===== src/rtl/hazard_ctrl.sv =====
// Load-use stall and taken-branch flush control for the 5-stage MIPS pipeline.
// Optional perf counters (stall_count, flush_count) are built only when HAZARD_PERF_EN is defined.
module hazard_ctrl #(
  parameter int unsigned LOAD_STALL_CYCLES = 1,
  parameter int unsigned CNT_W             = 16
) (
  input  logic       clk,
  input  logic       rst,
  input  logic [4:0] ID_Rs,
  input  logic [4:0] ID_Rt,
  input  logic       ID_uses_rt,
  input  logic       EX_memread,
  input  logic [4:0] EX_Rt,
  input  logic       MEM_branch,
  input  logic       MEM_zero,
  output logic       PC_write,
  output logic       IF_ID_write,
  output logic       ID_EX_bubble,
  output logic       IF_ID_flush,
  output logic       ID_EX_flush,
  output logic       EX_MEM_flush
`ifdef HAZARD_PERF_EN
  ,
  output logic [CNT_W-1:0] stall_count,
  output logic [CNT_W-1:0] flush_count
`endif
);

  localparam int unsigned CNT_BITS = 3;
  localparam logic [CNT_BITS-1:0] STALL_RELOAD = CNT_BITS'(LOAD_STALL_CYCLES - 1);

  if (LOAD_STALL_CYCLES < 1 || LOAD_STALL_CYCLES > 7 || CNT_W < 1) begin : g_bad_params
    $error("hazard_ctrl: LOAD_STALL_CYCLES must be 1..7 and CNT_W at least 1");
  end

  typedef enum logic {
    ST_RUN   = 1'b0,
    ST_STALL = 1'b1
  } state_t;

  state_t              state_q, state_d;
  logic [CNT_BITS-1:0] cnt_q, cnt_d;
  logic                hz;
  logic                tk;

  // Load in EX writes a register the ID instruction reads; $zero never counts.
  assign hz = EX_memread && (EX_Rt != 5'd0) &&
              ((EX_Rt == ID_Rs) || (ID_uses_rt && (EX_Rt == ID_Rt)));
  assign tk = MEM_branch && MEM_zero;

  // Next state and outputs; rst forces the free-running output values without waiting for a clock.
  always_comb begin
    state_d      = state_q;
    cnt_d        = cnt_q;
    PC_write     = 1'b1;
    IF_ID_write  = 1'b1;
    ID_EX_bubble = 1'b0;
    IF_ID_flush  = 1'b0;
    ID_EX_flush  = 1'b0;
    EX_MEM_flush = 1'b0;
    if (!rst) begin
      if (tk) begin
        IF_ID_flush  = 1'b1;
        ID_EX_flush  = 1'b1;
        EX_MEM_flush = 1'b1;
        state_d      = ST_RUN;
        cnt_d        = '0;
      end else if (state_q == ST_STALL) begin
        PC_write     = 1'b0;
        IF_ID_write  = 1'b0;
        ID_EX_bubble = 1'b1;
        cnt_d        = cnt_q - CNT_BITS'(1);
        if (cnt_q == CNT_BITS'(1)) begin
          state_d = ST_RUN;
        end
      end else if (hz) begin
        PC_write     = 1'b0;
        IF_ID_write  = 1'b0;
        ID_EX_bubble = 1'b1;
        if (LOAD_STALL_CYCLES > 1) begin
          state_d = ST_STALL;
          cnt_d   = STALL_RELOAD;
        end
      end
    end
  end

  always_ff @(posedge clk or posedge rst) begin
    if (rst) begin
      state_q <= ST_RUN;
      cnt_q   <= '0;
    end else begin
      state_q <= state_d;
      cnt_q   <= cnt_d;
    end
  end

`ifdef HAZARD_PERF_EN
  logic [CNT_W-1:0] stall_cnt_q, stall_cnt_d;
  logic [CNT_W-1:0] flush_cnt_q, flush_cnt_d;

  // Saturating event counters, cleared only by rst.
  always_comb begin
    stall_cnt_d = stall_cnt_q;
    flush_cnt_d = flush_cnt_q;
    if (ID_EX_bubble && (stall_cnt_q != {CNT_W{1'b1}})) begin
      stall_cnt_d = stall_cnt_q + CNT_W'(1);
    end
    if (tk && (flush_cnt_q != {CNT_W{1'b1}})) begin
      flush_cnt_d = flush_cnt_q + CNT_W'(1);
    end
  end

  always_ff @(posedge clk or posedge rst) begin
    if (rst) begin
      stall_cnt_q <= '0;
      flush_cnt_q <= '0;
    end else begin
      stall_cnt_q <= stall_cnt_d;
      flush_cnt_q <= flush_cnt_d;
    end
  end

  assign stall_count = stall_cnt_q;
  assign flush_count = flush_cnt_q;
`endif

endmodule


===== config.mk =====
export PLATFORM = sky130hd
export DESIGN_NAME = hazard_ctrl
export DESIGN_NICKNAME = d
export VERILOG_FILES = /design/src/rtl/hazard_ctrl.sv
export SDC_FILE = /design/constraint.sdc
export NUM_CORES = 1
export LEC_CHECK = 0
export CELL_PAD_IN_SITES_DETAIL_PLACEMENT = 0
export CELL_PAD_IN_SITES_GLOBAL_PLACEMENT = 1
export CORE_MARGIN = 10
export CORE_UTILIZATION = 24
export DETAILED_ROUTE_END_ITERATION = 8
export MAX_ROUTING_LAYER = met4
export PLACE_DENSITY = 0.9
export SETUP_SLACK_MARGIN = 0.1
export SYNTH_ARGS = -nofsm -noshare
export SYNTH_HDL_FRONTEND = slang
export SYNTH_SLANG_ARGS = --single-unit

===== constraint.sdc =====
create_clock -name clk -period 2.6 [get_ports clk]
set_input_delay 0.52 -clock clk [delete_from_list [all_inputs] [get_ports clk]]
set_output_delay 0.52 -clock clk [all_outputs]
set_load 0.005 [all_outputs]

==> impl_metrics.prom, run 1 <==
# TYPE chip_impl_metric gauge
chip_impl_metric{name="post-route-util",unit="%"} 48.09
chip_impl_metric{name="grt_util_met3",unit="%"} 4.661
chip_impl_metric{name="final_wirelength",unit="mm"} 1.451
chip_impl_metric{name="drt-pass1-iter-count",unit=""} 4
chip_impl_metric{name="initial_utilization",unit="%"} 25.58
chip_impl_metric{name="ff2ff_setup_slack",unit="ps"} 1400
chip_impl_metric{name="total_leakage_power",unit="nW"} 0.3539
chip_impl_metric{name="hold-path-cell-count",unit=""} 1
chip_impl_metric{name="place_congestion",unit=""} 0.7379
chip_impl_info{name="synth_common_cells",value="xor2_1, o21ai_0, dfrtp_1, inv_1"} 1
chip_impl_metric{name="fin_worst_skew",unit="ps"} 2.609
chip_impl_metric{name="final_max_slew_viol_count",unit=""} 0
chip_impl_metric{name="fin_crit",unit="ps"} 2347
chip_impl_info{name="leading_register_cell_type_out_of_synthesis",value="dfrtp_1"} 1
chip_impl_metric{name="netlist.area_leader.share",unit="%"} 25.97
chip_impl_metric{name="layout-drive-gt1-share",unit="%"} 18.99
chip_impl_metric{name="core-area",unit="sq um"} 1506
chip_impl_metric{name="synth.cell_area",unit="sq um"} 385.4
chip_impl_metric{name="grt_overflow",unit=""} 0
chip_impl_metric{name="worst_ir_drop_vdd",unit="mV"} 0.1733
chip_impl_info{name="critical_path.endpoint",value="EX_MEM_flush"} 1
chip_impl_info{name="clk_root_buffer_cell",value="clkbuf_4"} 1
chip_impl_metric{name="timing_hold_violations_final",unit=""} 0
chip_impl_metric{name="drv_cap",unit=""} 0
chip_impl_metric{name="overall_die_width",unit="microns"} 60.07
chip_impl_metric{name="ys_ff_latch",unit=""} 4
chip_impl_metric{name="grt_use_met1",unit="%"} 8.582
chip_impl_metric{name="synth_enable_flop_cells",unit=""} 0
chip_impl_metric{name="seq_area_frac_synth",unit="%"} 25.97
chip_impl_metric{name="antenna_violations_before_repair",unit=""} 0
chip_impl_metric{name="fmax",unit="MHz"} 426.1
chip_impl_metric{name="cp_max_fo",unit=""} 5
chip_impl_metric{name="pwr_dens",unit="nW/um^2"} 294.0
chip_impl_info{name="yosys-top-cells-area",value="dfrtp_1, xor2_1, o21ai_0, ha_1, buf_4"} 1
chip_impl_metric{name="critical_path_arrival",unit="ps"} 1830
chip_impl_metric{name="path_clk_slew",unit="ps"} 40
chip_impl_metric{name="setup_viol",unit=""} 0
chip_impl_metric{name="required",unit="ps"} 2080
chip_impl_info{name="yosysTopAreaCell",value="dfrtp_1"} 1
chip_impl_info{name="grt_setup_unrepaired",value="false"} 1
chip_impl_info{name="highest_utilization_routing_layer_at_the_global_route_stage",value="met2"} 1
chip_impl_metric{name="grt_start_max_net_pins",unit=""} 6
chip_impl_metric{name="cell_count_after_synthesis",unit=""} 46
chip_impl_info{name="tritoncts_clock_tree",value="yes"} 1
chip_impl_metric{name="place.detailed.hpwl",unit="mm"} 1.224
chip_impl_metric{name="floorplan.die_area",unit="sq um"} 3608
chip_impl_info{name="end_kind",value="output port"} 1
chip_impl_metric{name="numClockSinks",unit=""} 4
chip_impl_metric{name="syn-num-nets",unit=""} 69
chip_impl_info{name="worst_r2r_startpoint",value="cnt_q[0]"} 1
chip_impl_metric{name="numCtsBuffers",unit=""} 3
chip_impl_metric{name="synthArstFlopShare",unit="%"} 100.0
chip_impl_metric{name="gr_met2_demand_resource",unit="%"} 13.97
chip_impl_metric{name="synth_area_per_cell",unit="sq um"} 8.378
chip_impl_info{name="cp-startpoint",value="MEM_branch"} 1
chip_impl_info{name="yosys.cell_count.top_type",value="xor2_1"} 1
chip_impl_metric{name="timing_worst_slew_pin_value",unit="ps"} 223.4
chip_impl_metric{name="placementRows",unit=""} 14
chip_impl_metric{name="placement.setup.worst_slack",unit="ps"} -353.5
chip_impl_metric{name="setup_ws",unit="ps"} 253.2
chip_impl_metric{name="clk_path_buf_depth",unit=""} 2
chip_impl_metric{name="post_drt_wl_per_cell",unit="microns"} 15.27
chip_impl_metric{name="layout.nets",unit=""} 104
chip_impl_metric{name="route.detailed.drc",unit=""} 0
chip_impl_metric{name="clock_tree.htree_level_count",unit=""} 1
chip_impl_metric{name="top_level_ports",unit=""} 27
chip_impl_metric{name="grtUsageTotal",unit="%"} 8.597
chip_impl_metric{name="place.port_buffers",unit=""} 26
chip_impl_info{name="critPathKind",value="input port to output port"} 1
chip_impl_info{name="worst_r2r_endpoint",value="cnt_q[2]"} 1
chip_impl_metric{name="ant_nets",unit=""} 0
chip_impl_metric{name="yosysUniqueCellTypes",unit=""} 20
chip_impl_info{name="min_path_type",value="register to register"} 1
chip_impl_info{name="worst_setup_path_start_kind",value="input port"} 1
chip_impl_metric{name="drt_first_iter_violations",unit=""} 9
chip_impl_metric{name="yosysWarnings",unit=""} 0
chip_impl_metric{name="grt_first_pass_wirelength",unit="mm"} 2.263
chip_impl_metric{name="cts_post_setup_buffers_inserted",unit=""} 0
chip_impl_metric{name="route.detailed.vias_per_inst",unit=""} 4.653
chip_impl_metric{name="finalCritPeriodShare",unit="%"} 90.26
chip_impl_metric{name="detailroute.via_count",unit=""} 442
chip_impl_metric{name="slew_headroom",unit="%"} 84.99
chip_impl_metric{name="insertedDiodeCount",unit=""} 0
chip_impl_metric{name="syn_to_final_growth",unit="%"} 87.99
chip_impl_metric{name="reg2regPathDepth",unit=""} 6
chip_impl_metric{name="worst_skew_pair.late_latency",unit="ps"} 240
chip_impl_metric{name="number_of_global_route_vias_before_repair",unit=""} 481
chip_impl_metric{name="die_y",unit="microns"} 60.07
chip_impl_info{name="outcome",value="finished clean"} 1
## power by group
part,switching [mW],total (mW),internal (mW)
combinational,0.0265,0.0712,0.0447
sequential,0.0000154,0.0626,0.0626
clock,0.0274,0.0792,0.0518
## final cells by class
type / instances / area [sq um]
Timing Repair Buffer: 33 / 315.3
Clock buffer: 3 / 22.52
Sequential cell: 4 / 100.1
Fill cell: 150 / 782.0
Tap cell: 16 / 20.02
Inverter: 4 / 15.01
Multi-Input combinational cell: 35 / 251.5
## worst min path at each step
| stage | startpoint | endpoint | slack [ps] |
|---|---|---|---|
| 2_1_floorplan | rst | cnt_q[0] | 310 |
| 3_3_place_gp | cnt_q[2] | cnt_q[2] | 470 |
| 3_5_place_dp | cnt_q[2] | cnt_q[2] | 480 |
| 4_1_cts | cnt_q[2] | cnt_q[2] | 490 |
| 5_1_grt | cnt_q[2] | cnt_q[2] | 510 |
| 6_report | cnt_q[2] | cnt_q[2] | 490 |
## metrics by stage
stage / cell area (sq um) / cells / power (mW) / hold slack (ps) / setup TNS [ps]
2_1_floorplan: 385.4 / 46 / 0.08552 / 309.0 / 0
3_3_place_gp: 695.7 / 92 / 0.1346 / 465.4 / -920.1
3_5_place_dp: 695.7 / 92 / 0.1360 / 480.1 / -984.8
4_1_cts: 700.7 / 95 / 0.2177 / 489.0 / 0
5_1_grt: 724.4 / 95 / 0.2290 / 513.4 / 0
6_report: 724.4 / 95 / 0.2130 / 491.8 / 0
## registers in the layout, summed over array words and instances (netlist names)
name,cells
cnt_q,3
state_q,1
## layout by cell type (no fill, tap or decap)
cell	count
buf_2	3
buf_4	6
a32oi_1	1
o21ai_2	1
xnor2_1	1
clkdlybuf4s50_1	15
dfrtp_1	4
and2_0	1
dlymetal6s2s_1	6
xor2_1	9
dlygate4sd2_1	1
or4_1	1
o21ai_0	6
clkdlybuf4s15_1	1
clkbuf_4	3
nor4_2	1
nor2_1	2
inv_1	4
nand2_1	3
nand3_1	1
a21oi_1	1
buf_6	1
a21boi_0	1
nor3_1	1
o31ai_1	2
o31a_1	1
ha_1	2
## cells by family (layout without fill, tap and decap cells)
logic type,after synthesis,count (layout),share of synthesized area [%]
AOI/OAI and AO/OA,13,13,20.78
xor gates and xnor gates,10,10,22.73
and+or+nand+nor,10,10,14.28
buffers and inverters,7,40,9.739
DFF,4,4,25.98
adders and majority gates,2,2,6.492
## worst max-delay path, stage by stage
cell,delay [ps]
clkdlybuf4s50_1,470
nand2_1,110
nor2_1,180
clkdlybuf4s50_1,540
## metal layers
metal / up-vias / share of wire [%]
li1: 223 / -
met1: 207 / 36
met2: 10 / 57
met3: 2 / 6.1
met4: 0 / 0.76
met5: - / 0
## what timing repair did
action | CTS | global route
hold buffers | 0 | 0
pin swaps | 4 | 4
hold endpoints to repair | 0 | 0
setup endpoints to repair | 3 | 3
resized for setup | 14 | 9
(Power assumes the default switching activity.)
==> run 2: changes to the inputs <==
--- a/config.mk
+++ b/config.mk
@@ -9,6 +9,7 @@
 export CELL_PAD_IN_SITES_GLOBAL_PLACEMENT = 1
 export CORE_MARGIN = 10
 export CORE_UTILIZATION = 24
+export CTS_CLUSTER_SIZE = 20
 export DETAILED_ROUTE_END_ITERATION = 8
 export MAX_ROUTING_LAYER = met4
 export PLACE_DENSITY = 0.9
==> results of run 2 <==
Same layout as run 1: the final DEF is identical, and so are final timing and power.
